## src/rtl/ll_fifo_pkg.sv

```systemverilog
// ll_fifo_pkg
//   Shared definitions for the LocalLink frame FIFO.
//   - wr_state_e : write-side frame filter states
//   - *_BIT      : flag positions inside a storage entry, counted from the
//                  first bit above the data field (entry = {flags, data})
package ll_fifo_pkg;

   typedef enum logic [1:0] {
      IDLE     = 2'd0,
      IN_FRAME = 2'd1,
      DISCARD  = 2'd2
   } wr_state_e;

   localparam int SOF_BIT = 0;
   localparam int EOF_BIT = 1;
   localparam int ERR_BIT = 2;
   localparam int FLAG_W  = 3;

endpackage

```

## src/rtl/ll_fifo_ram.sv

```systemverilog
// ll_fifo_ram
//   Simple dual-port RAM: synchronous write, asynchronous read.
//   Ports:
//     clk   in  clock
//     we    in  write enable
//     waddr in  write address (AW bits)
//     wdata in  write data (W bits)
//     raddr in  read address (AW bits)
//     rdata out read data, combinational from raddr
module ll_fifo_ram #(
   parameter int W  = 11,
   parameter int AW = 4
) (
   input  logic          clk,
   input  logic          we,
   input  logic [AW-1:0] waddr,
   input  logic [W-1:0]  wdata,
   input  logic [AW-1:0] raddr,
   output logic [W-1:0]  rdata
);

   logic [W-1:0] mem [2**AW];

   always_ff @(posedge clk) begin
      if (we) mem[waddr] <= wdata;
   end

   assign rdata = mem[raddr];

endmodule

```

## src/rtl/ll_pkt_fifo.sv

```systemverilog
// ll_pkt_fifo
//   LocalLink frame FIFO with optional store-and-forward filtering.
//   PKT_MODE=1 releases only complete, error-free frames; errored, headless
//   or oversize frames are dropped. PKT_MODE=0 is a plain cut-through FIFO.
//   Ports:
//     clk, reset(async, active-low), clear(sync)
//     write side : datain, sof_i, eof_i, error_i, src_rdy_i -> dst_rdy_o
//     read side  : dataout, sof_o, eof_o, error_o, src_rdy_o <- dst_rdy_i
//     status     : occupied, space, pkt_count, dropped, oversize
//     dbg_state  : current write-filter state
//   Handshake: a word moves on a side in any cycle where that side's
//   src_rdy and dst_rdy are both high at the rising clock edge; a source
//   holds its word stable until it moves, and ready never waits on valid.
module ll_pkt_fifo
   import ll_fifo_pkg::*;
#(
   parameter int DW       = 8,
   parameter int AW       = 4,
   parameter bit PKT_MODE = 1'b1
) (
   input  logic          clk,
   input  logic          reset,
   input  logic          clear,
   input  logic [DW-1:0] datain,
   input  logic          sof_i,
   input  logic          eof_i,
   input  logic          error_i,
   input  logic          src_rdy_i,
   output logic          dst_rdy_o,
   output logic [DW-1:0] dataout,
   output logic          sof_o,
   output logic          eof_o,
   output logic          error_o,
   output logic          src_rdy_o,
   input  logic          dst_rdy_i,
   output logic [AW:0]   occupied,
   output logic [AW:0]   space,
   output logic [AW:0]   pkt_count,
   output logic          dropped,
   output logic          oversize,
   output wr_state_e     dbg_state
);

   localparam int          EW      = DW + FLAG_W;
   localparam logic [AW:0] DEPTH   = {1'b1, {AW{1'b0}}};
   localparam logic [AW:0] PTR_ONE = {{AW{1'b0}}, 1'b1};

   wr_state_e   state_q, state_d;
   logic [AW:0] wr_ptr_q, wr_ptr_d;
   logic [AW:0] wr_commit_q, wr_commit_d;
   logic [AW:0] rd_ptr_q, rd_ptr_d;
   logic [AW:0] pkt_count_q, pkt_count_d;
   logic        dropped_q, dropped_d;
   logic        oversize_q, oversize_d;

   logic [AW:0]   fill;
   logic          full, empty, wr_fire, rd_fire, eof_rd, commit;
   logic          ram_we;
   logic [AW-1:0] wr_addr;
   logic [EW-1:0] wdata, rd_entry;

   assign fill      = wr_ptr_q - rd_ptr_q;
   assign full      = (fill == DEPTH);
   assign empty     = (rd_ptr_q == wr_commit_q);
   assign dst_rdy_o = (state_q == DISCARD) | ~full;
   assign src_rdy_o = ~empty;
   assign wr_fire   = src_rdy_i & dst_rdy_o;
   assign rd_fire   = src_rdy_o & dst_rdy_i;
   assign eof_rd    = rd_fire & rd_entry[DW+EOF_BIT];

   // In packet mode no errored word is ever stored, so error_o stays 0.
   always_comb begin
      wdata                = '0;
      wdata[DW-1:0]        = datain;
      wdata[DW+SOF_BIT]    = sof_i;
      wdata[DW+EOF_BIT]    = eof_i;
      wdata[DW+ERR_BIT]    = PKT_MODE ? 1'b0 : error_i;
   end

   ll_fifo_ram #(.W(EW), .AW(AW)) u_ram (
      .clk   (clk),
      .we    (ram_we),
      .waddr (wr_addr),
      .wdata (wdata),
      .raddr (rd_ptr_q[AW-1:0]),
      .rdata (rd_entry)
   );

   always_comb begin
      state_d     = state_q;
      wr_ptr_d    = wr_ptr_q;
      wr_commit_d = wr_commit_q;
      rd_ptr_d    = rd_fire ? rd_ptr_q + PTR_ONE : rd_ptr_q;
      dropped_d   = 1'b0;
      oversize_d  = 1'b0;
      ram_we      = 1'b0;
      wr_addr     = wr_ptr_q[AW-1:0];
      commit      = 1'b0;

      if (!PKT_MODE) begin
         if (wr_fire) begin
            ram_we   = 1'b1;
            wr_ptr_d = wr_ptr_q + PTR_ONE;
            commit   = eof_i;
         end
         wr_commit_d = wr_ptr_d;
      end else begin
         unique case (state_q)
            IDLE, IN_FRAME: begin
               if (state_q == IN_FRAME && full && wr_commit_q == rd_ptr_q) begin
                  // The partial frame fills the whole FIFO and can never
                  // complete: throw it away and swallow the rest of it.
                  wr_ptr_d   = wr_commit_q;
                  oversize_d = 1'b1;
                  state_d    = DISCARD;
               end else if (wr_fire) begin
                  if (sof_i) begin
                     // A new frame always starts at the commit point; in
                     // IDLE wr_ptr already equals wr_commit, in IN_FRAME
                     // this abandons the unfinished frame.
                     wr_addr   = wr_commit_q[AW-1:0];
                     dropped_d = (state_q == IN_FRAME) | (eof_i & error_i);
                     if (eof_i & error_i) begin
                        wr_ptr_d = wr_commit_q;
                        state_d  = IDLE;
                     end else begin
                        ram_we   = 1'b1;
                        wr_ptr_d = wr_commit_q + PTR_ONE;
                        if (eof_i) begin
                           wr_commit_d = wr_commit_q + PTR_ONE;
                           commit      = 1'b1;
                           state_d     = IDLE;
                        end else begin
                           state_d = IN_FRAME;
                        end
                     end
                  end else if (state_q == IDLE) begin
                     dropped_d = 1'b1;
                  end else if (eof_i & error_i) begin
                     wr_ptr_d  = wr_commit_q;
                     dropped_d = 1'b1;
                     state_d   = IDLE;
                  end else begin
                     ram_we   = 1'b1;
                     wr_ptr_d = wr_ptr_q + PTR_ONE;
                     if (eof_i) begin
                        wr_commit_d = wr_ptr_q + PTR_ONE;
                        commit      = 1'b1;
                        state_d     = IDLE;
                     end
                  end
               end
            end
            DISCARD: begin
               if (wr_fire && eof_i) state_d = IDLE;
            end
            default: state_d = IDLE;
         endcase
      end

      unique case ({commit, eof_rd})
         2'b10:   pkt_count_d = pkt_count_q + PTR_ONE;
         2'b01:   pkt_count_d = pkt_count_q - PTR_ONE;
         default: pkt_count_d = pkt_count_q;
      endcase

      if (clear) begin
         state_d     = IDLE;
         wr_ptr_d    = '0;
         wr_commit_d = '0;
         rd_ptr_d    = '0;
         pkt_count_d = '0;
         dropped_d   = 1'b0;
         oversize_d  = 1'b0;
         ram_we      = 1'b0;
      end
   end

   always_ff @(posedge clk or negedge reset) begin
      if (!reset) begin
         state_q     <= IDLE;
         wr_ptr_q    <= '0;
         wr_commit_q <= '0;
         rd_ptr_q    <= '0;
         pkt_count_q <= '0;
         dropped_q   <= 1'b0;
         oversize_q  <= 1'b0;
      end else begin
         state_q     <= state_d;
         wr_ptr_q    <= wr_ptr_d;
         wr_commit_q <= wr_commit_d;
         rd_ptr_q    <= rd_ptr_d;
         pkt_count_q <= pkt_count_d;
         dropped_q   <= dropped_d;
         oversize_q  <= oversize_d;
      end
   end

   assign dataout   = src_rdy_o ? rd_entry[DW-1:0] : '0;
   assign sof_o     = src_rdy_o & rd_entry[DW+SOF_BIT];
   assign eof_o     = src_rdy_o & rd_entry[DW+EOF_BIT];
   assign error_o   = src_rdy_o & rd_entry[DW+ERR_BIT];
   assign occupied  = fill;
   assign space     = DEPTH - fill;
   assign pkt_count = pkt_count_q;
   assign dropped   = dropped_q;
   assign oversize  = oversize_q;
   assign dbg_state = state_q;

endmodule

```

## config.mk

```make
export PLATFORM = sky130hd
export DESIGN_NAME = ll_pkt_fifo
export DESIGN_NICKNAME = d
export VERILOG_FILES = /design/src/rtl/ll_fifo_pkg.sv /design/src/rtl/ll_fifo_ram.sv /design/src/rtl/ll_pkt_fifo.sv
export SDC_FILE = /design/constraint.sdc
export NUM_CORES = 1
export LEC_CHECK = 0
export CAP_MARGIN = 20
export CORE_AREA = 2 2 103 130
export CTS_BUF_LIST = sky130_fd_sc_hd__clkbuf_8
export DETAILED_ROUTE_END_ITERATION = 16
export DIE_AREA = 0 0 105 132
export GPL_TIMING_DRIVEN = 0
export PLACE_DENSITY = 0.88
export SYNTH_ARGS = -nofsm -noshare
export SYNTH_HDL_FRONTEND = slang
export SYNTH_SLANG_ARGS = --single-unit
```

## constraint.sdc

```tcl
create_clock -name clk -period 9.7 [get_ports clk]
set_input_delay 1.94 -clock clk [delete_from_list [all_inputs] [get_ports clk]]
set_output_delay 1.94 -clock clk [all_outputs]
set_load 0.01 [all_outputs]
```

==> results.sh <==
export IMPL_status="finished clean"
export IMPL_netlist_area_sq_um=8160
export IMPL_timing_rr_end="u_ram.mem[12][8]"
export IMPL_crit_arrival_ns=3.83
export IMPL_hold_violations=0
export IMPL_cts_tree="built"
export IMPL_postCtsResizedCells=0
export IMPL_startpoint_type="flip-flop"
export IMPL_clkSinkCount=184
export IMPL_worst_slew_pin_slew_ns=1.12
export IMPL_synth_top_area_frac=0.589
export IMPL_timing_final_max_slew_violations=0
export IMPL_die_area_sq_um=13900
export IMPL_r2r_slack_ns=4.28
export IMPL_dp_hpwl_um=11800
export IMPL_overflow=0
export IMPL_rr_worst_depth=14
export IMPL_synth_seq_cells=184
export IMPL_critical_path_class="flip-flop to output port"
export IMPL_cts_buffer_depth=2
export IMPL_synth_cell_types=56
export IMPL_vias=4710
export IMPL_setup_tns_ns=0
export IMPL_cellPowerDensity_nw_per_um2=192
export IMPL_cts_setup_buffers=0
export IMPL_drc=0
export IMPL_boundaryPins=48
export IMPL_syn_area_per_cell_sq_um=16.7
export IMPL_path_cells="clkbuf_1, inv_1, buf_1, ha_1, a21oi_1, xnor2_1, nor3b_1, ha_1, nand2_1, clkdlybuf4s50_1"
export IMPL_finalSetupViolations=0
export IMPL_track_usage=0.258
export IMPL_cts_buffers=17
export IMPL_postRouteWirelength_um=17300
export IMPL_htreeDepth=4
export IMPL_synth_edff_count=160
export IMPL_syn_nets=518
export IMPL_antenna_found_initial=0
export IMPL_drt_initial_drc_count=479
export IMPL_total_leakage_power_nw=3.10
export IMPL_ir_worst_vdd_mv=0.183
export IMPL_clock_latency_ns=0.46
export IMPL_row_count=46
export IMPL_wl_per_cell_um=23.4
export IMPL_grt_start_max_net_pins=22
export IMPL_synthTopCellsByArea="edfxtp_1, mux4_2, dfrtp_1"
export IMPL_drt_pass1_iter_count=6
export IMPL_cp_top_family="buffers and inverters"
export IMPL_cts_root_buffer="clkbuf_8"
export IMPL_hold_path_end="wr_ptr_q[4]"
export IMPL_max_slew_margin=0.252
export IMPL_hold_path_depth=1
export IMPL_critPathBufInv=4
export IMPL_vias_per_cell=6.37
export IMPL_rsz0062_at_grt="false"
export IMPL_synth_seq_area_share=0.662
export IMPL_portBuffers=45
export IMPL_path_common_cell="ha_1"
export IMPL_synth_async_reset_ratio=0.130
export IMPL_netlist_instances=490
export IMPL_final_area_sq_um=9310
export IMPL_cp_max_fo=10
export IMPL_rr_startpoint="rd_ptr_q[2]"
export IMPL_gp_congestion=0.900
export IMPL_die_h_um=132
export IMPL_synth_ff_type="edfxtp_1"
export IMPL_max_freq_mhz=173
export IMPL_clk_pin_slew_ns=0.10
export IMPL_first_global_vias=4753
export IMPL_crit_path_max_incr_delay_ns=0.64
export IMPL_initial_core_util=0.650
export IMPL_cap_violations=0
export IMPL_dpl_cell_area_sq_um=8830
export IMPL_slowest_stage="buf_1"
export IMPL_cts_hold_buf=0
export IMPL_grt_first_pass_wirelength_um=26600
export IMPL_antennaDiodeCount=0
export IMPL_drive_above_1_share=0.191
export IMPL_period_minus_slack_ns=5.77
export IMPL_coreArea_sq_um=12500
export IMPL_yosys_area_top_type="edfxtp_1"
export IMPL_ys_warnings_count=0
export IMPL_finalClockSkew_ns=0.0115
export IMPL_layout_nets=586
export IMPL_ant_nets=0
export IMPL_crit_path_end_kind="output port"
export IMPL_area_delta_synth_final_pct=14.1
export IMPL_die_w_um=105
export IMPL_cp_required_ns=7.76
export IMPL_hold_start="wr_ptr_q[4]"
export IMPL_fin_crit_sh=0.595
export IMPL_hold_path_class="flip-flop to flip-flop"
layout make-up:
| type | instances | area (sq um) |
|---|---|---|
| Tap cell | 168 | 210 |
| Clock inverter | 15 | 208 |
| Inverter | 15 | 57.6 |
| Multi-Input combinational cell | 262 | 2550 |
| Buffer | 29 | 148 |
| Timing Repair Buffer | 49 | 495 |
| Fill cell | 764 | 3240 |
| Clock buffer | 17 | 234 |
| Sequential cell | 184 | 5410 |
worst register-to-register path, delay by kind of cell (launching register included):
family	cells	cell delay [ns]
AND/OR/NAND/NOR	4	1.73
buffers and inverters	4	1.42
adder cells (fa/ha/maj)	2	0.72
AO/OA/AOI/OAI	3	0.66
flip-flops	1	0.37
XOR/XNOR	1	0.13
state kept, by name, summed over array words and instances, names as in the netlist:
name	count
pkt_count	5
dropped	1
wr_ptr_q	5
dbg_state	2
oversize	1
wr_commit_q	5
u_ram.mem	160
rd_ptr_q	5
metrics by stage:
step / setup slack (ns) / utilization / cells / hold slack (ns) / power (W)
after floorplan: 5.23 / - / 490 / 0.517 / 0.00111
after global placement: 4.45 / 0.703 / 703 / 0.588 / 0.00124
after detailed placement: 4.28 / 0.704 / 704 / 0.603 / 0.00125
after CTS: 3.87 / 0.739 / 736 / 0.627 / 0.00179
after global routing: 3.67 / 0.742 / 739 / 0.662 / 0.00185
final: 3.93 / 0.742 / 739 / 0.636 / 0.00179
worst max path at each step:
stage,startpoint,end,slack [ns],cells past startpoint
after global routing,rd_ptr_q[2],dst_rdy_o,3.67,10
after CTS,rd_ptr_q[2],dst_rdy_o,3.87,10
after floorplan,rd_ptr_q[2],dst_rdy_o,5.23,9
after global placement,eof_i,pkt_count[4],4.45,12
final,rd_ptr_q[2],dst_rdy_o,3.93,10
after detailed placement,sof_i,u_ram.mem[9][5],4.28,6
where the power goes:
| group | switching (W) | internal [W] |
|---|---|---|
| sequential | 0.00000911 | 0.000870 |
| combinational | 0.000176 | 0.000180 |
| clock | 0.000289 | 0.000267 |
| total | 0.000474 | 0.00132 |
layer usage:
metal,global-route usage,share of wire
met2,0.466,0.55
met5,0,0
met3,0.0440,0.066
met4,0.0993,0.025
met1,0.309,0.36
synth_stat cells, types with 3 or more instances:
cell type	n
edfxtp_1	160
mux4_2	46
nor2_1	42
dfrtp_1	24
clkbuf_1	15
a21oi_1	14
nand2_1	14
inv_1	13
mux2i_1	12
xnor2_1	12
ha_1	11
xor2_1	11
and2_1	10
nor3_1	8
a31oi_1	7
nand3_1	7
o21ai_0	7
and3_1	5
buf_4	5
o2bb2ai_1	5
mux2_2	4
nor3b_1	4
a21o_1	3
buf_1	3
buf_2	3
nand4_1	3
nor3_2	3
cells in the final DEF (no fill, tap or decap), types with 3 or more instances in the layout:
| master | count |
|---|---|
| buf_6 | 4 |
| buf_1 | 3 |
| clkbuf_1 | 15 |
| o2bb2ai_1 | 5 |
| clkdlybuf4s50_1 | 45 |
| a31oi_1 | 7 |
| nor3_2 | 3 |
| edfxtp_1 | 160 |
| clkbuf_8 | 17 |
| and3_1 | 5 |
| inv_1 | 13 |
| buf_4 | 6 |
| a21o_1 | 3 |
| mux2i_1 | 12 |
| dfrtp_1 | 24 |
| inv_6 | 4 |
| buf_2 | 3 |
| nand2_1 | 14 |
| nor2_1 | 42 |
| nor3_1 | 8 |
| nand4_1 | 3 |
| xor2_1 | 11 |
| a21oi_1 | 14 |
| bufinv_16 | 3 |
| xnor2_1 | 12 |
| o21ai_0 | 7 |
| nand3_1 | 7 |
| nor3b_1 | 4 |
| and2_1 | 10 |
| inv_8 | 4 |
| ha_1 | 11 |
| mux2_2 | 4 |
| mux4_2 | 46 |
kinds of logic (layout without fill, tap and decap cells):
logic type,Yosys count,count (layout),synth area share
simple gates,109,109,0.0685
flops,184,184,0.662
fa+ha+maj,12,12,0.0193
compound gates,54,54,0.0508
other cells,1,1,0.000460
buf+inv,44,125,0.0251
xor+xnor,23,23,0.0247
mux,63,63,0.149
No activity file was read; power rests on OpenSTA's default activity.
